[src/rtl/dynamic_output_rr_scheduler.sv]
// Wormhole output scheduler: round-robin arbitration among five requesters,
// with the route held until the packet's tail and downstream credit flow control.
module dynamic_output_rr_scheduler #(
    parameter int CREDITS = 4,
    parameter int CNT_W   = 3
) (
    input  logic             clk,
    input  logic             reset_n,
    input  logic [4:0]       route_req_in,
    input  logic [4:0]       valid_in,
    input  logic [4:0]       tail_in,
    input  logic             yummy_in,
    output logic [2:0]       current_route,
    output logic             valid_out,
    output logic [4:0]       thanks_out,
    output logic             locked,
    output logic [CNT_W-1:0] credit_cnt,
    output logic             ec_wants_to_send_but_cannot,
    output logic             credit_overflow_err
);

    typedef enum logic {IDLE = 1'b0, LOCKED = 1'b1} state_t;

    state_t     state;
    logic [2:0] rr_ptr;
    logic [2:0] winner;
    logic       found;
    logic [3:0] idx;
    logic       flit_ok;
    logic       sel_valid;

    // Scan upward from rr_ptr, wrapping 4->0; the first request found wins.
    always_comb begin
        winner = rr_ptr;
        found  = 1'b0;
        idx    = '0;
        for (int i = 0; i < 5; i++) begin
            idx = {1'b0, rr_ptr} + 4'(i);
            if (idx >= 4'd5) idx = idx - 4'd5;
            if (!found && route_req_in[idx[2:0]]) begin
                winner = idx[2:0];
                found  = 1'b1;
            end
        end
    end

    assign locked    = (state == LOCKED);
    assign sel_valid = valid_in[current_route];
    assign flit_ok   = (credit_cnt != '0);
    assign valid_out = locked & sel_valid & flit_ok;
    assign thanks_out = valid_out ? (5'b00001 << current_route) : 5'b00000;
    assign ec_wants_to_send_but_cannot = locked & sel_valid & (credit_cnt == '0);

    always_ff @(posedge clk or negedge reset_n) begin
        if (!reset_n) begin
            state         <= IDLE;
            rr_ptr        <= 3'd0;
            current_route <= 3'd0;
        end else begin
            case (state)
                IDLE: begin
                    if (found) begin
                        current_route <= winner;
                        state         <= LOCKED;
                    end
                end
                LOCKED: begin
                    if (valid_out && tail_in[current_route]) begin
                        state  <= IDLE;
                        rr_ptr <= (current_route == 3'd4) ? 3'd0 : current_route + 3'd1;
                    end
                end
                default: state <= IDLE;
            endcase
        end
    end

    // A send and a return in the same cycle cancel; a return with a full
    // counter is a downstream protocol error and is latched until reset.
    always_ff @(posedge clk or negedge reset_n) begin
        if (!reset_n) begin
            credit_cnt          <= CNT_W'(CREDITS);
            credit_overflow_err <= 1'b0;
        end else begin
            if (valid_out && !yummy_in) begin
                credit_cnt <= credit_cnt - 1'b1;
            end else if (yummy_in && !valid_out) begin
                if (credit_cnt == CNT_W'(CREDITS))
                    credit_overflow_err <= 1'b1;
                else
                    credit_cnt <= credit_cnt + 1'b1;
            end
        end
    end

endmodule

[config.mk]
export PLATFORM = sky130hd
export DESIGN_NAME = dynamic_output_rr_scheduler
export DESIGN_NICKNAME = d
export VERILOG_FILES = /design/src/rtl/dynamic_output_rr_scheduler.sv
export SDC_FILE = /design/constraint.sdc
export NUM_CORES = 1
export LEC_CHECK = 0
export ABC_AREA = 1
export BUFFER_PORTS_ARGS = -buffer_cell sky130_fd_sc_hd__buf_2
export CAP_MARGIN = 10
export CORE_MARGIN = 1
export CORE_UTILIZATION = 35
export CTS_BUF_LIST = sky130_fd_sc_hd__clkbuf_8
export DETAILED_ROUTE_END_ITERATION = 10
export PLACE_DENSITY = 0.59
export SLEW_MARGIN = 20
export SYNTH_ARGS = -nofsm -noshare
export SYNTH_HDL_FRONTEND = slang
export SYNTH_SLANG_ARGS = --single-unit
[constraint.sdc]
create_clock -name clk -period 4.64 [get_ports clk]
set_input_delay 0.232 -clock clk [delete_from_list [all_inputs] [get_ports clk]]
set_output_delay 0.232 -clock clk [all_outputs]
set_load 0.1 [all_outputs]
==> flow_metrics.tcl, run 1 <==
set metrics [dict create \
    post_cts_resized 0 \
    synth_warnings 0 \
    clk_latency_ns 0.23 \
    layout-drive-gt1-share_pct 23.79 \
    drv_slew 0 \
    setup_viol 0 \
    min_period_ns 2.983 \
    grt_max_degree 15 \
    syn_inst 276 \
    num_antenna_cells 0 \
    yosysSeqAreaShare_pct 15.48 \
    routabilityCongestion 0.8462 \
    tightest_slew_ns 0.6124 \
    synth_top_cell_by_area "nand2_1" \
    layout.nets 347 \
    synth_top_area_share_pct 16.81 \
    grt_pass1_vias 1629 \
    antenna_found_initial 0 \
    dp_hpwl_um 3735 \
    required_ns 4.80 \
    ios 33 \
    slew_headroom_pct 59.17 \
    drt_first_pass_iters 4 \
    synth_edf_count 0 \
    clock_skew_ns 0.002457 \
    coreArea_mm2 0.004817 \
    worstPathMaxFanout 14 \
    rows 25 \
    vias 1871 \
    fill_cells 544 \
    cts_made_buffers 3 \
    drtAntennaViolNets 0 \
    grt_setup_unrepaired "no" \
    synthTopCellsByArea "nand2_1 (17%), dfrtp_1 (14%), ha_1 (11%)" \
    numPortBuffers 32 \
    finalHoldViolCount 0 \
    vias_per_cell 4.950 \
    die_x_um 73.45 \
    timing.fmax_mhz 335.3 \
    place_inst 373 \
    critical_path.startpoint_type "flip-flop" \
    status "completed" \
    cts-htree-levels 1 \
    synth.avg_cell_area_um2 6.474 \
    final_cells 378 \
    min_path_type "input port to async pin" \
    crit_path_end_kind "flip-flop" \
    die_area_mm2 0.005395 \
    synthFlopType "dfrtp_1" \
    regArea_um2 276.5 \
    drc 0 \
    routed_wirelength_um 4540 \
    drv_cap 0 \
    overflow 0 \
    synth-seq-cells 11 \
    initial_utilization_pct 37.09 \
    cts_tree "built" \
    yosys.cell_types.count 40 \
    clk_pin_slew_ns 0.05 \
    routedWlPerCell_um 12.01 \
    fp.dieH_um 73.45 \
    post-route-period-util_pct 64.28 \
    cts.sinks 11 \
    grt_pass1_wl_um 7493 \
    setup_tns_ns 0 \
    cts_buffer_depth 2 \
    critPathKind "flip-flop to flip-flop" \
    cts_root_buffer "clkbuf_8" \
    cp.arrival_ns 3.15 \
    multi_input_area_mm2 0.001358 \
    grtUsageTotal_pct 17.84 \
    synthArstFlopShare_pct 100.0 \
    syn_nets 311 \
    synth_area_mm2 0.001787 \
    drt_iter0_markers 88 \
    area_growth_pct 15.90 \
]
==> per-layer routing <==
layer | vias up | track usage [%] | part of all wire (%) | wire [um]
met5 | - | 0 | 0 | 0
met4 | 0 | 5.128 | 0.48 | 22
met3 | 2 | 0.9602 | 4.3 | 197
met2 | 47 | 30.78 | 47 | 2145
met1 | 833 | 23.97 | 48 | 2174
li1 | 989 | - | - | -
==> placed cells by master (no fill, tap or decap), types with 3 or more instances in the layout <==
master,count
a21oi_1,7
buf_2,32
clkbuf_8,3
dfrtp_1,10
ha_1,15
inv_1,30
inv_2,6
nand2_1,80
nand2_2,12
nand3_1,37
nand3_2,5
nand4_1,10
nor2_1,17
o21ai_0,9
o21ai_1,4
o21ai_2,3
==> critical path, stage by stage (launching register included) <==
cell and delay [ns]:
dfrtp_1 0.73, inv_4 0.19, ha_1 0.30, ha_1 0.38, or2_1 0.25, o21ai_1 0.23, nor2_1 0.08, nand3_1 0.08
nand3_2 0.11, inv_1 0.07, nand4_1 0.14, nand2_1 0.09, inv_1 0.04, nand2_1 0.04, nand2_1 0.07, a21oi_2 0.11
==> repair_timing <==
item,in CTS,in global routing
hold endpoints to repair,10,0
hold buffers,1,0
buffers inserted,0,0
==> layout make-up <==
| cell class | count | area share, % |
|---|---|---|
| flip-flops and latches | 11 | 13.35 |
| inverters | 36 | 6.647 |
| repair buffers | 33 | 8.217 |
| multi-input cells | 227 | 65.56 |
| clock inverters | 1 | 0.1813 |
| clock buffers | 3 | 1.994 |
| well taps | 67 | 4.048 |
==> worst paths after layout <==
check / from / to / slack [ns] / cells after the start
hold reg to reg: credit_overflow_err$_DFFE_PN0P_ / credit_overflow_err$_DFFE_PN0P_ / 0.46 / 1
setup / recovery: rr_ptr[0]$_DFFE_PN0P_ / current_route[2]$_DFFE_PN0P_ / 1.66 / 15
setup reg to reg: rr_ptr[0]$_DFFE_PN0P_ / current_route[2]$_DFFE_PN0P_ / 1.66 / 15
min in group clk: yummy_in / credit_overflow_err$_DFFE_PN0P_ / 0.43 / 3
hold / removal: reset_n / rr_ptr[1]$_DFFE_PN0P_ / 0.40 / 2
max in group asynchronous: reset_n / credit_cnt[2]$_DFFE_PN1P_ / 3.98 / 2
==> per-stage QoR <==
step           hold WS (ns)  cell area [um2]  util [%]  setup WS (ns)
5_1_grt              0.4390             2071     42.99          1.388
3_3_place_gp         0.1155             2016     41.84          1.731
6_report             0.3994             2071     42.99          1.657
3_5_place_dp         0.1155             2016     41.84          1.685
2_1_floorplan      -0.06359             1787         -          1.113
4_1_cts              0.4069             2071     42.99          1.652
==> Yosys cell counts, types with 3 or more instances <==
library cell	n
dfrtp_1	10
nand3_1	37
o21ai_0	9
nor2_1	17
nand3_2	5
nand2_2	12
o21ai_2	3
ha_1	15
a21oi_1	7
nand4_1	10
inv_2	6
inv_1	29
nand2_1	80
o21ai_1	4
==> kinds of logic (layout without fill, tap and decap cells) <==
logic type	after synthesis	in the layout	share of synthesized area, %
AND/OR/NAND/NOR	172	172	47.41
AO/OA/AOI/OAI	33	33	11.91
XOR/XNOR	5	5	3.922
flip-flops	11	11	15.48
adder cells (fa/ha/maj)	17	17	12.75
buffers and inverters	38	73	8.543
==> flip-flops by register name, summed over array words and instances (netlist names) <==
name / count
credit_cnt: 3
current_route: 3
rr_ptr: 3
credit_overflow_err: 1
locked: 1
Power of run 1 is not shown: default switching activity piles up to over one toggle a cycle in this logic, so the estimate is an artifact.
==> run 2, diff against run 1 <==
clock period = 2.8 ns   (was 4.64 ns; I/O delays follow)
==> run 2 against run 1 <==
Clock skew is 0.0046 ns higher; worst hold slack got worse by 0.086 ns; sequential share of layout area grew 0.12 points; non-clock buffer count is 6 higher; flip-flop and latch count unchanged; routed wire length increased by 7.6%; critical endpoint is now current_route[0]$_DFFE_PN0P_.
==> flow_metrics.tcl, run 2 (synthesis results as in run 1) <==
set metrics [dict create \
    r2r_cells 15 \
    post-route-period-util_pct 88.90 \
    timing.fmax_mhz 401.7 \
    drt_first_pass_iters 4 \
    drtAntennaViolNets 0 \
    cp.arrival_ns 2.61 \
    routabilityCongestion 0.9298 \
    grt_pass1_vias 1838 \
    grt_pass1_wl_um 8452 \
    die_area_mm2 0.005395 \
    min_path_type "input port to async pin" \
    rows 25 \
    finalHoldViolCount 0 \
    r2r-end "current_route[0]$_DFFE_PN0P_" \
    mostFrequentLayoutCells "nand2_1 (80), nand3_1 (37), buf_2 (32)" \
    ios 33 \
    drv_slew 0 \
    cts_root_buffer "clkbuf_8" \
    cts_buffer_depth 2 \
    overflow 0 \
    critPathKind "flip-flop to flip-flop" \
    cts-htree-levels 1 \
    layout.nets 353 \
    cts_tree "built" \
    grt_max_degree 14 \
    num_antenna_cells 0 \
    status "completed" \
    timing.hold.ws_ns 0.3134 \
    clock_skew_ns 0.007060 \
    grt_setup_unrepaired "no" \
    worstPathMaxFanout 8 \
    slew_headroom_pct 67.50 \
    required_ns 2.92 \
    setup_viol 0 \
    drt_iter0_markers 121 \
    critical_path.startpoint_type "flip-flop" \
    dp_hpwl_um 4018 \
    antenna_found_initial 0 \
    vias 1950 \
    r2r_slack_ns 0.31 \
    numPortBuffers 32 \
    coreArea_mm2 0.004817 \
    area_growth_pct 20.10 \
    min_period_ns 2.489 \
    drv_cap 0 \
    setup_tns_ns 0 \
    clk_pin_slew_ns 0.06 \
    cts.sinks 11 \
    reg_top3 "credit_cnt x3, current_route x3, rr_ptr x3" \
    clk_latency_ns 0.24 \
    grtUsageTotal_pct 20.20 \
    final_common_cell "nand2_1" \
    crit_path_end_kind "flip-flop" \
    cts_made_buffers 3 \
    fp.dieH_um 73.45 \
    tightest_slew_ns 0.4909 \
    routedWlPerCell_um 12.72 \
    timing.rr.start "rr_ptr[0]$_DFFE_PN0P_" \
    routed_wirelength_um 4886 \
    initial_utilization_pct 37.09 \
    vias_per_cell 5.078 \
    drc 0 \
    die_x_um 73.45 \
    post_cts_resized 0 \
    layout-drive-gt1-share_pct 28.39 \
]
## run 2: changes by cell type in the layout (fill, tap and decap cells not counted), sizes merged
cell,before,now
buf,32,38
clkinv,0,1
clkinvlp,0,1
inv,37,35
## run 2: layer usage
layer	wire, um	GRT usage (%)	vias up	part of all wire [%]
li1	-	-	997	-
met1	2294	26.57	899	47
met2	2347	34.15	46	48
met3	165	2.606	8	3.4
met4	78	6.410	0	1.6
met5	0	0	-	0
## run 2: critical path, stage by stage (launching register included)
cell and delay (ns):
dfrtp_1 0.40, inv_4 0.11, ha_1 0.15, inv_1 0.06
fa_1 0.40, inv_1 0.11, nand2_2 0.09, o21ai_2 0.19
nand3_1 0.12, nand2_1 0.08, nand2_1 0.06, nand2_2 0.12
nand4_1 0.14, o21bai_1 0.19, o211ai_1 0.09, nand2_1 0.06
## run 2: final cells by class
cell class	count	area, um2
clock buffer	3	41.29
timing repair buffer	39	215.2
inverter	36	141.4
tap	67	83.83
clock inverter	1	5.005
sequential	11	289.0
multi-input combinational	227	1370
fill	548	2671
## run 2: worst max-delay path by stage
stage,from,to,slack (ns),depth (start not counted)
2_1_floorplan,current_route[1]$_DFFE_PN0P_,credit_cnt[2]$_DFFE_PN1P_,0.03,11
3_3_place_gp,rr_ptr[0]$_DFFE_PN0P_,current_route[0]$_DFFE_PN0P_,0.35,15
3_5_place_dp,rr_ptr[0]$_DFFE_PN0P_,current_route[0]$_DFFE_PN0P_,0.32,15
4_1_cts,rr_ptr[0]$_DFFE_PN0P_,current_route[0]$_DFFE_PN0P_,0.30,15
5_1_grt,rr_ptr[0]$_DFFE_PN0P_,current_route[2]$_DFFE_PN0P_,0.03,19
6_report,rr_ptr[0]$_DFFE_PN0P_,current_route[0]$_DFFE_PN0P_,0.31,15
## run 2: timing repair
action,4_1_cts,5_1_grt
endpoints found under the hold margin,10,0
setup endpoints to repair,0,0
hold buffers,1,0
buffers inserted,0,0
## run 2: metrics by stage
stage	setup WS, ns	instances	util, %	cell area [um2]
4_1_cts	0.3046	384	44.55	2146
6_report	0.3109	384	44.55	2146
2_1_floorplan	0.03091	276	-	1815
3_5_place_dp	0.3168	379	43.38	2090
3_3_place_gp	0.3548	379	43.38	2090
5_1_grt	0.03092	384	44.55	2146
Power of run 2 is left out for the same reason.
